### src/rtl/ls_exec_unit_if.sv
// Dispatch/CDB signal bundle between the load/store reservation station and ls_exec_unit.
// The station (or a bench) takes the master side; the execution unit takes the slave side.
interface ls_exec_unit_if;
    logic        despacho;
    logic [3:0]  ID_in;
    logic [15:0] Valor1;
    logic [15:0] Valor2;
    logic [15:0] Valor3;
    logic [5:0]  OP_Rd;
    logic [9:0]  clockInstr_in;
    logic        cdb_grant;
    logic        busy;
    logic        confirma;
    logic [3:0]  ID_out;
    logic        cdb_req;
    logic [19:0] cdb_data;
    logic [2:0]  Rd_out;
    logic [9:0]  clockInstr_out;

    modport master (
        output despacho, ID_in, Valor1, Valor2, Valor3, OP_Rd, clockInstr_in, cdb_grant,
        input  busy, confirma, ID_out, cdb_req, cdb_data, Rd_out, clockInstr_out
    );

    modport slave (
        input  despacho, ID_in, Valor1, Valor2, Valor3, OP_Rd, clockInstr_in, cdb_grant,
        output busy, confirma, ID_out, cdb_req, cdb_data, Rd_out, clockInstr_out
    );
endinterface

### src/rtl/ls_exec_unit.sv
// Load/store execution unit: effective-address calc, internal data memory, CDB request for loads.
// Optional last-store forwarding to loads is enabled by defining LS_STORE_FWD_EN.
module ls_exec_unit #(
    parameter int AW      = 8,
    parameter int MEM_LAT = 2
) (
    input  logic         CLK,
    input  logic         CLR,
    ls_exec_unit_if.slave bus
);

    localparam int LAT = (MEM_LAT < 1) ? 1 : MEM_LAT;
    localparam int CW  = (LAT < 2) ? 1 : $clog2(LAT);
    localparam logic [CW-1:0] CNT_INIT = CW'(LAT - 1);
    localparam logic [2:0] OP_LOAD  = 3'b011;
    localparam logic [2:0] OP_STORE = 3'b100;

    typedef enum logic [2:0] {S_IDLE, S_ADDR, S_MEM, S_WB, S_DONE} state_t;

    state_t        r_state;
    logic [CW-1:0] r_cnt;
    logic [6:0]    r_off;
    logic [15:0]   r_base;
    logic [15:0]   r_wdata;
    logic [2:0]    r_op;
    logic [2:0]    r_rd;
    logic [3:0]    r_id;
    logic [9:0]    r_line;
    logic [15:0]   r_rdata;
    logic          r_busy;
    logic          r_confirma;
    logic          r_cdb_req;
    logic [15:0]   r_mem [2**AW];

    logic [15:0]   w_ea;
    logic [AW-1:0] w_idx;
    logic          w_is_load;
    logic          w_is_store;
    logic          w_mem_we;
    logic          w_fwd_hit;
    logic [15:0]   w_fwd_data;

    // Offset is a 7-bit two's-complement value; the sum wraps at 16 bits.
    assign w_ea       = r_base + {{9{r_off[6]}}, r_off};
    assign w_idx      = w_ea[AW-1:0];
    assign w_is_load  = (r_op == OP_LOAD);
    assign w_is_store = (r_op == OP_STORE);
    assign w_mem_we   = (r_state == S_MEM) && (r_cnt == '0) && w_is_store;

`ifdef LS_STORE_FWD_EN
    logic          r_fwd_valid;
    logic [AW-1:0] r_fwd_idx;
    logic [15:0]   r_fwd_data;

    always_ff @(posedge CLK or posedge CLR) begin
        if (CLR) begin
            r_fwd_valid <= 1'b0;
            r_fwd_idx   <= '0;
            r_fwd_data  <= '0;
        end else if (w_mem_we) begin
            r_fwd_valid <= 1'b1;
            r_fwd_idx   <= w_idx;
            r_fwd_data  <= r_wdata;
        end
    end

    assign w_fwd_hit  = r_fwd_valid && (r_fwd_idx == w_idx);
    assign w_fwd_data = r_fwd_data;
`else
    assign w_fwd_hit  = 1'b0;
    assign w_fwd_data = '0;
`endif

    // NOTE: the memory array has no reset branch; clearing it would turn the
    // RAM into a huge flop bank, and its contents must survive CLR anyway.
    always_ff @(posedge CLK) begin
        if (w_mem_we) r_mem[w_idx] <= r_wdata;
    end

    // NOTE: all state updates use <= so every register sees pre-edge values,
    // independent of statement order inside the block.
    always_ff @(posedge CLK or posedge CLR) begin
        if (CLR) begin
            r_state    <= S_IDLE;
            r_cnt      <= '0;
            r_off      <= '0;
            r_base     <= '0;
            r_wdata    <= '0;
            r_op       <= '0;
            r_rd       <= '0;
            r_id       <= '0;
            r_line     <= '0;
            r_rdata    <= '0;
            r_busy     <= 1'b0;
            r_confirma <= 1'b0;
            r_cdb_req  <= 1'b0;
        end else begin
            r_confirma <= 1'b0;
            unique case (r_state)
                S_IDLE: if (bus.despacho) begin
                    r_off   <= bus.Valor1[6:0];
                    r_base  <= bus.Valor2;
                    r_wdata <= bus.Valor3;
                    r_op    <= bus.OP_Rd[2:0];
                    r_rd    <= bus.OP_Rd[5:3];
                    r_id    <= bus.ID_in;
                    r_line  <= bus.clockInstr_in;
                    r_busy  <= 1'b1;
                    r_state <= S_ADDR;
                end
                S_ADDR: begin
                    if (w_is_load && w_fwd_hit) begin
                        r_rdata   <= w_fwd_data;
                        r_cdb_req <= 1'b1;
                        r_state   <= S_WB;
                    end else if (w_is_load || w_is_store) begin
                        r_cnt   <= CNT_INIT;
                        r_state <= S_MEM;
                    end else begin
                        r_confirma <= 1'b1;
                        r_state    <= S_DONE;
                    end
                end
                S_MEM: begin
                    if (r_cnt != '0) begin
                        r_cnt <= r_cnt - 1'b1;
                    end else if (w_is_load) begin
                        r_rdata   <= r_mem[w_idx];
                        r_cdb_req <= 1'b1;
                        r_state   <= S_WB;
                    end else begin
                        r_confirma <= 1'b1;
                        r_state    <= S_DONE;
                    end
                end
                S_WB: if (bus.cdb_grant) begin
                    r_cdb_req  <= 1'b0;
                    r_confirma <= 1'b1;
                    r_state    <= S_DONE;
                end
                S_DONE: begin
                    r_busy  <= 1'b0;
                    r_state <= S_IDLE;
                end
                default: begin
                    r_busy  <= 1'b0;
                    r_state <= S_IDLE;
                end
            endcase
        end
    end

    assign bus.busy           = r_busy;
    assign bus.confirma       = r_confirma;
    assign bus.ID_out         = r_id;
    assign bus.cdb_req        = r_cdb_req;
    assign bus.cdb_data       = {r_id, r_rdata};
    assign bus.Rd_out         = r_rd;
    assign bus.clockInstr_out = r_line;

endmodule

### src/flat_wrapper.sv
// flat-port wrapper written by rule: the top's interface ports become plain ports
module ls_exec_unit_flat 
#(
    parameter int AW      = 8,
    parameter int MEM_LAT = 2
)
  (CLK, CLR, bus_despacho, bus_ID_in, bus_Valor1, bus_Valor2, bus_Valor3, bus_OP_Rd, bus_clockInstr_in, bus_cdb_grant, bus_busy, bus_confirma, bus_ID_out, bus_cdb_req, bus_cdb_data, bus_Rd_out, bus_clockInstr_out);
  ls_exec_unit_if bus_i ();
  input  logic CLK;
  input  logic CLR;
  input wire logic [$bits(bus_i.despacho)-1:0] bus_despacho;
  input wire logic [$bits(bus_i.ID_in)-1:0] bus_ID_in;
  input wire logic [$bits(bus_i.Valor1)-1:0] bus_Valor1;
  input wire logic [$bits(bus_i.Valor2)-1:0] bus_Valor2;
  input wire logic [$bits(bus_i.Valor3)-1:0] bus_Valor3;
  input wire logic [$bits(bus_i.OP_Rd)-1:0] bus_OP_Rd;
  input wire logic [$bits(bus_i.clockInstr_in)-1:0] bus_clockInstr_in;
  input wire logic [$bits(bus_i.cdb_grant)-1:0] bus_cdb_grant;
  output wire logic [$bits(bus_i.busy)-1:0] bus_busy;
  output wire logic [$bits(bus_i.confirma)-1:0] bus_confirma;
  output wire logic [$bits(bus_i.ID_out)-1:0] bus_ID_out;
  output wire logic [$bits(bus_i.cdb_req)-1:0] bus_cdb_req;
  output wire logic [$bits(bus_i.cdb_data)-1:0] bus_cdb_data;
  output wire logic [$bits(bus_i.Rd_out)-1:0] bus_Rd_out;
  output wire logic [$bits(bus_i.clockInstr_out)-1:0] bus_clockInstr_out;
  assign bus_i.despacho = bus_despacho;
  assign bus_i.ID_in = bus_ID_in;
  assign bus_i.Valor1 = bus_Valor1;
  assign bus_i.Valor2 = bus_Valor2;
  assign bus_i.Valor3 = bus_Valor3;
  assign bus_i.OP_Rd = bus_OP_Rd;
  assign bus_i.clockInstr_in = bus_clockInstr_in;
  assign bus_i.cdb_grant = bus_cdb_grant;
  assign bus_busy = bus_i.busy;
  assign bus_confirma = bus_i.confirma;
  assign bus_ID_out = bus_i.ID_out;
  assign bus_cdb_req = bus_i.cdb_req;
  assign bus_cdb_data = bus_i.cdb_data;
  assign bus_Rd_out = bus_i.Rd_out;
  assign bus_clockInstr_out = bus_i.clockInstr_out;
  ls_exec_unit #(.AW(AW), .MEM_LAT(MEM_LAT)) u_core (.CLK(CLK), .CLR(CLR), .bus(bus_i));
endmodule
### config.mk
export PLATFORM = sky130hd
export DESIGN_NAME = ls_exec_unit_flat
export DESIGN_NICKNAME = d
export VERILOG_FILES = /design/src/rtl/ls_exec_unit_if.sv /design/src/rtl/ls_exec_unit.sv /design/src/flat_wrapper.sv
export SDC_FILE = /design/constraint.sdc
export NUM_CORES = 2
export LEC_CHECK = 0
export CAP_MARGIN = 20
export CELL_PAD_IN_SITES_DETAIL_PLACEMENT = 1
export CELL_PAD_IN_SITES_GLOBAL_PLACEMENT = 1
export CORE_MARGIN = 2
export CORE_UTILIZATION = 40
export DETAILED_ROUTE_END_ITERATION = 6
export MAX_ROUTING_LAYER = met4
export PLACE_DENSITY = 0.62
export REMOVE_ABC_BUFFERS = 1
export SLEW_MARGIN = 10
export SYNTH_ARGS = -nofsm -noshare
export SYNTH_HDL_FRONTEND = slang
export SYNTH_SLANG_ARGS = --single-unit
export TNS_END_PERCENT = 30
### constraint.sdc
create_clock -name CLK -period 4.2 [get_ports CLK]
set_input_delay 0.42 -clock CLK [delete_from_list [all_inputs] [get_ports CLK]]
set_output_delay 0.42 -clock CLK [all_outputs]
set_load 0.05 [all_outputs]
; ---- Yosys cells after proc, flatten, opt, wreduce, memory -nomap -nowiden
; Memories as Yosys holds them, arrays and structs flattened. A register that Yosys moved wholly into a read port is not among the register bits.
; Cells that the tools add are included.
[classes]
add_sub_neg = 2
eq_ne = 10
n_mux = 22
n_bitwise = 2
n_reduce_logical = 13
[op_table]
columns = op, count
row1 = 3-bit two-way mux, 5
row2 = 1-bit two-way mux, 12
row3 = 3-bit one-hot mux with 4 select lines, 1
row4 = "3-bit by 2-bit equality test with 1-bit output, second input constant", 3
row5 = 8-bit adder, 1
row6 = "2-bit inequality test, second input constant", 3
row7 = 1-bit one-hot mux with 2 select lines, 3
row8 = 2-bit AND reduction, 3
row9 = 3-bit AND reduction, 2
row10 = "2-bit by 1-bit inequality test with 1-bit output, second input constant", 2
row11 = 4-bit AND reduction, 1
row12 = 2-bit nonzero test, 2
row13 = "3-bit by 1-bit equality test with 1-bit output, second input constant", 1
row14 = "3-bit equality test, second input constant", 1
row15 = 3-bit logical NOT, 1
row16 = 1-bit one-hot mux with 3 select lines, 1
row17 = 3-bit OR reduction, 1
row18 = 1-bit logical AND, 2
row19 = 1-bit inverter, 2
row20 = 1-bit logical OR, 1
row21 = "1-bit subtractor, second input constant", 1
[totals]
regBits = 58
mem_bits_rw = 4096
output_inout_bits = 40
elab_cells = 62
mem_count = 1
[mem_list]
columns = memory, words, width, read_ports, rd_ports_with_merged_regs, wr, line_no
row1 = u_core.r_mem, 256, 16, 1, 1, 1, ls_exec_unit.sv:33  ; logic [15:0] r_mem [2**AW];

; ---- Depth between registers and ports, before layout
[depth]
ltp_word = 5
ltp_mapped = 15
mapped_depth_nobuf = 11

; ---- Worst setup path after synthesis
; Ideal clock, no wire load.
[synth_path]
path_kind = register to register
startpoint = reg u_core.r_wdata[0]
endpoint = mem u_core.r_mem[0][0] (data pin)
t_arrival_ns = 3.181
required_time_ns = 3.397
setup_slack_ns = 0.216
stages_incl_launch_ff = 1
period_less_slack_ns = 3.984
cell_sequence = dfrtp_1
[synth_rtl]
columns = item, line_no
row1 = from (decl), ls_exec_unit.sv:24  ; logic [15:0] r_wdata;
row2 = from (signal assigned), ls_exec_unit.sv:103  ; r_wdata <= bus.Valor3;
row3 = to (decl), ls_exec_unit.sv:33
; No word-level cell before the write port.

; ---- Worst setup path in the final report
[layout_path]
startpoint = reg u_core.r_off[0]
endpoint = reg u_core.r_rdata[1] (read register of u_core.r_mem)
[layout_via]
elab_chain_cells = 1
[layout_rtl]
columns = item, line_no
row1 = from (decl), ls_exec_unit.sv:22  ; logic [6:0] r_off;
row2 = from (signal assigned), ls_exec_unit.sv:101  ; r_off <= bus.Valor1[6:0];
row3 = 8-bit adder, ls_exec_unit.sv:44  ; assign w_ea = r_base + {{9{r_off[6]}}, r_off};
row4 = to (decl), ls_exec_unit.sv:29  ; logic [15:0] r_rdata;
; No other way between the ends.
; A chain may end at the register's enable or synchronous reset.

==> results.toml <==
[outcome]
outcome = "finished, violations left"
violations_in_the_final_reports = "setup timing"

[clock_network]
cts_tree = "yes"
worst_skew_pair.late_latency_ns = 1.00
clk_root_buffer_cell = "sky130_fd_sc_hd__clkbuf_16"
clock_tree.htree_level_count = 5
clock_path_buffers = 4
cts_made_buffers = 432
clkTransAtPathRegs_ns = 0.06
clock_sinks = 4170

[routing]
number_of_drc_markers_in_iteration_0 = 9626
detail-route-antenna-nets = 0
postRouteWirelength_um = 466000
avgRoutedWirePerCell_um = 32.6
viasPerCell = 5.78
num_vias = 82800
drt-pass1-iter-count = 6
route.detailed.drc = 0

[yosys]
ys_dominant_reg_cell = "sky130_fd_sc_hd__edfxtp_1"
synthesis.instances = 7650
ys_types = 66
synth_seq_cells = 4170
cell_area_synth_mm2 = 0.161
syn_area_per_cell_um2 = 21.1
seq_area_frac_synth_pct = 77.5
synth-edff-count = 4096
async_reset_ff_share_pct = 1.77
synth-warning-count = 0

[flow_run]
maxCapViolations = 0

[placed_design]
place.detailed.instances = 13500
dp_hpwl_um = 289000
place_congestion = 0.888
io_buffers = 94
dpl_cell_area_mm2 = 0.177

[timing]
timing.final.hold_violations = 0
timing.final.ws_setup_ns = -0.0700
max_clock_freq_mhz = 234
maxSlewViolCount = 0
min_period_over_period_pct = 102
rsz0062_at_grt = "yes"
setup_violators_final = 8
finalWorstPathRequiredPeriod_ns = 4.27
slew_headroom_pct = 17.7
final.setup_skew_ns = 0.0766
max_slew.worst_pin.slew_ns = 1.23

[hold_path]
worst_hold_path_ep = "u_core.r_wdata[13]$_DFFE_PP0P_"
timing.hold.worst.start = "bus_Valor3[13]"
min_path_cells = 2
hold_path_class = "primary input to register"

[grt]
maximum_number_of_pins_on_one_net_before_global_route_repair = 133
antenna_found_initial = 33
grt.overflow.total = 0
grt_pass1_wl_um = 664000
first_global_vias = 86100
all_layer_gr_usage_pct = 23.4

[floorplanning]
ioPinCount = 112
floorplan.rows = 233
die_area_mm2 = 0.408
core_mm2 = 0.402
dieWidth_um = 639
fp.dieH_um = 639
starting_density_of_the_core_pct = 40.1

[critical_path]
arrival_ns = 5.15
reg2reg_to = "u_core.r_rdata[1]$_DFFE_PP0P_"
critPathMaxFanout = 40
timing.critical_path.to_type = "register"
cp-start-kind = "register"
reg2reg_setup_slack_ns = -0.07
crit_type = "register to register"
rr_startpoint = "u_core.r_off[0]$_DFFE_PP0P_"
required_ns = 5.08
r2r.worst_path.cells = 12

[layout]
filler_cells_inserted = 36100
post_route_non_filler_standard_cell_count = 14300
layout_nets = 8727
post_route_cells_drive_above_1_share_pct = 30.7
area_growth_from_synthesis_to_final_layout_pct = 19.4
fin_area_mm2 = 0.192
-- cell usage after synthesis (39+ instances only) --
cell | n | area [µm²]
sky130_fd_sc_hd__edfxtp_1 | 4096 | 123000
sky130_fd_sc_hd__mux4_2 | 1050 | 23600
sky130_fd_sc_hd__nand2_1 | 727 | 2730
sky130_fd_sc_hd__nor2_1 | 299 | 1120
sky130_fd_sc_hd__nand3_1 | 266 | 1330
sky130_fd_sc_hd__clkbuf_1 | 209 | 785
sky130_fd_sc_hd__buf_2 | 147 | 736
sky130_fd_sc_hd__and3_1 | 132 | 826
sky130_fd_sc_hd__a31oi_1 | 97 | 607
sky130_fd_sc_hd__dfrtp_1 | 74 | 1850
sky130_fd_sc_hd__mux2i_1 | 73 | 731
sky130_fd_sc_hd__buf_4 | 60 | 450
sky130_fd_sc_hd__mux2_2 | 51 | 574
sky130_fd_sc_hd__a21oi_1 | 49 | 245
sky130_fd_sc_hd__a311oi_1 | 39 | 342
-- worst max path at each step --
stage                                       from                              to
floorplan           u_core.r_base[0]$_DFFE_PP0P_  u_core.r_mem[106][0]$_DFFE_PP_
global placement    u_core.r_base[0]$_DFFE_PP0P_  u_core.r_rdata[12]$_DFFE_PP0P_
detailed placement   u_core.r_off[0]$_DFFE_PP0P_  u_core.r_rdata[12]$_DFFE_PP0P_
CTS                  u_core.r_off[0]$_DFFE_PP0P_  u_core.r_rdata[13]$_DFFE_PP0P_
global route         u_core.r_off[0]$_DFFE_PP0P_   u_core.r_rdata[2]$_DFFE_PP0P_
finish               u_core.r_off[0]$_DFFE_PP0P_   u_core.r_rdata[1]$_DFFE_PP0P_
-- layer usage --
layer | vias up | track usage [%] | wire length [µm]
met5 | - | - | 0
met4 | 0 | 7.54 | 15800
met3 | 637 | 3.32 | 31700
met2 | 3222 | 36.5 | 225000
met1 | 45200 | 31.9 | 194000
li1 | 33700 | - | -
-- critical path: stages, from the launching register on --
cell and delay, ns:
sky130_fd_sc_hd__dfrtp_1 0.41, sky130_fd_sc_hd__ha_4 0.18, sky130_fd_sc_hd__fa_4 0.81, sky130_fd_sc_hd__buf_4 0.26, sky130_fd_sc_hd__buf_12 0.32, sky130_fd_sc_hd__buf_12 0.30
sky130_fd_sc_hd__mux4_2 0.34, sky130_fd_sc_hd__nand2_1 0.08, sky130_fd_sc_hd__nand3_1 0.12, sky130_fd_sc_hd__and3_1 0.29, sky130_fd_sc_hd__a31oi_1 0.38, sky130_fd_sc_hd__o22ai_1 0.23
sky130_fd_sc_hd__o32a_1 0.32
-- flip-flops by register name, indices dropped and copies added, names as in the netlist --
signal	cells
u_core.bus.confirma	1
u_core.bus.ID_out	4
u_core.r_mem	4096
u_core.r_base	8
u_core.bus.clockInstr_out	10
u_core.r_wdata	16
u_core.r_cnt	1
u_core.r_op	3
u_core.r_rdata	16
u_core.r_off	7
u_core.bus.Rd_out	3
u_core.bus.busy	1
u_core.r_state	3
u_core.bus.cdb_req	1
-- cells in the final DEF, fill, tap and decap left out, types with 13 or more instances in the layout --
master,count
sky130_fd_sc_hd__nand3_1,251
sky130_fd_sc_hd__buf_4,573
sky130_fd_sc_hd__a211oi_1,19
sky130_fd_sc_hd__nand4_1,24
sky130_fd_sc_hd__dfrtp_1,58
sky130_fd_sc_hd__o41ai_2,14
sky130_fd_sc_hd__dfrtp_4,16
sky130_fd_sc_hd__diode_2,38
sky130_fd_sc_hd__nand2_1,703
sky130_fd_sc_hd__dlygate4sd3_1,35
sky130_fd_sc_hd__clkbuf_16,440
sky130_fd_sc_hd__a32oi_1,30
sky130_fd_sc_hd__mux4_2,1050
sky130_fd_sc_hd__edfxtp_1,4096
sky130_fd_sc_hd__clkbuf_8,19
sky130_fd_sc_hd__mux2_2,51
sky130_fd_sc_hd__nand2_2,22
sky130_fd_sc_hd__clkinv_2,66
sky130_fd_sc_hd__a31oi_2,13
sky130_fd_sc_hd__nor2_1,286
sky130_fd_sc_hd__a31oi_1,79
sky130_fd_sc_hd__o22ai_1,13
sky130_fd_sc_hd__clkdlybuf4s50_1,94
sky130_fd_sc_hd__clkbuf_1,105
sky130_fd_sc_hd__clkinvlp_4,15
sky130_fd_sc_hd__a311oi_1,29
sky130_fd_sc_hd__a21oi_1,43
sky130_fd_sc_hd__mux2i_1,72
sky130_fd_sc_hd__bufinv_16,33
sky130_fd_sc_hd__buf_12,305
sky130_fd_sc_hd__and3_1,125
sky130_fd_sc_hd__clkinv_1,77
sky130_fd_sc_hd__buf_6,13
-- logic make-up after synthesis --
group / Yosys count / share of synthesized area [%]
xor+xnor: 5 / 0.0272
compound gates: 345 / 1.60
buf+inv: 472 / 1.41
simple gates: 1476 / 3.93
mux: 1174 / 15.5
fa+ha+maj: 8 / 0.0668
flops: 4170 / 77.5
-- per-stage QoR --
stage | TNS, ns | worst slack (ns) | hold slack [ns] | util, %
2_1_floorplan | - | -37.52 | 0.484 | -
3_3_place_gp | -3.91 | -0.576 | 0.488 | 44.1
3_5_place_dp | -4.35 | -0.580 | 0.490 | 44.1
4_1_cts | -0.912 | -0.158 | 0.00716 | 47.7
5_1_grt | -1.03 | -0.159 | 0.0411 | 47.9
6_report | -0.269 | -0.0700 | 0.0864 | 47.9
-- layout make-up --
| class | instances | area (µm²) | area share [%] |
|---|---|---|---|
| diodes | 38 | 95.1 | 0.0494 |
| clock buffers | 564 | 11700 | 6.06 |
| clock inverters | 219 | 2180 | 1.13 |
| inverters | 7 | 28.8 | 0.0150 |
| multi-input cells | 3008 | 34900 | 18.1 |
| flip-flops and latches | 4170 | 125000 | 64.9 |
| well taps | 5287 | 6620 | 3.44 |
| repair buffers | 1028 | 12100 | 6.27 |
-- what timing repair did --
| item | 4_1_cts | 5_1_grt |
|---|---|---|
| pin swaps | 7 | 9 |
| setup buffers | 8 | 0 |
| resized for setup | 78 | 54 |
| hold endpoints to repair | 34 | 29 |
| gates cloned | 1 | 0 |
| endpoints found under the setup margin | 15 | 427 |
| hold buffers | 34 | 1 |
Power is left out: the tool's default activity adds up to more than one toggle a clock period on the data nets, which glitch-free logic cannot reach.
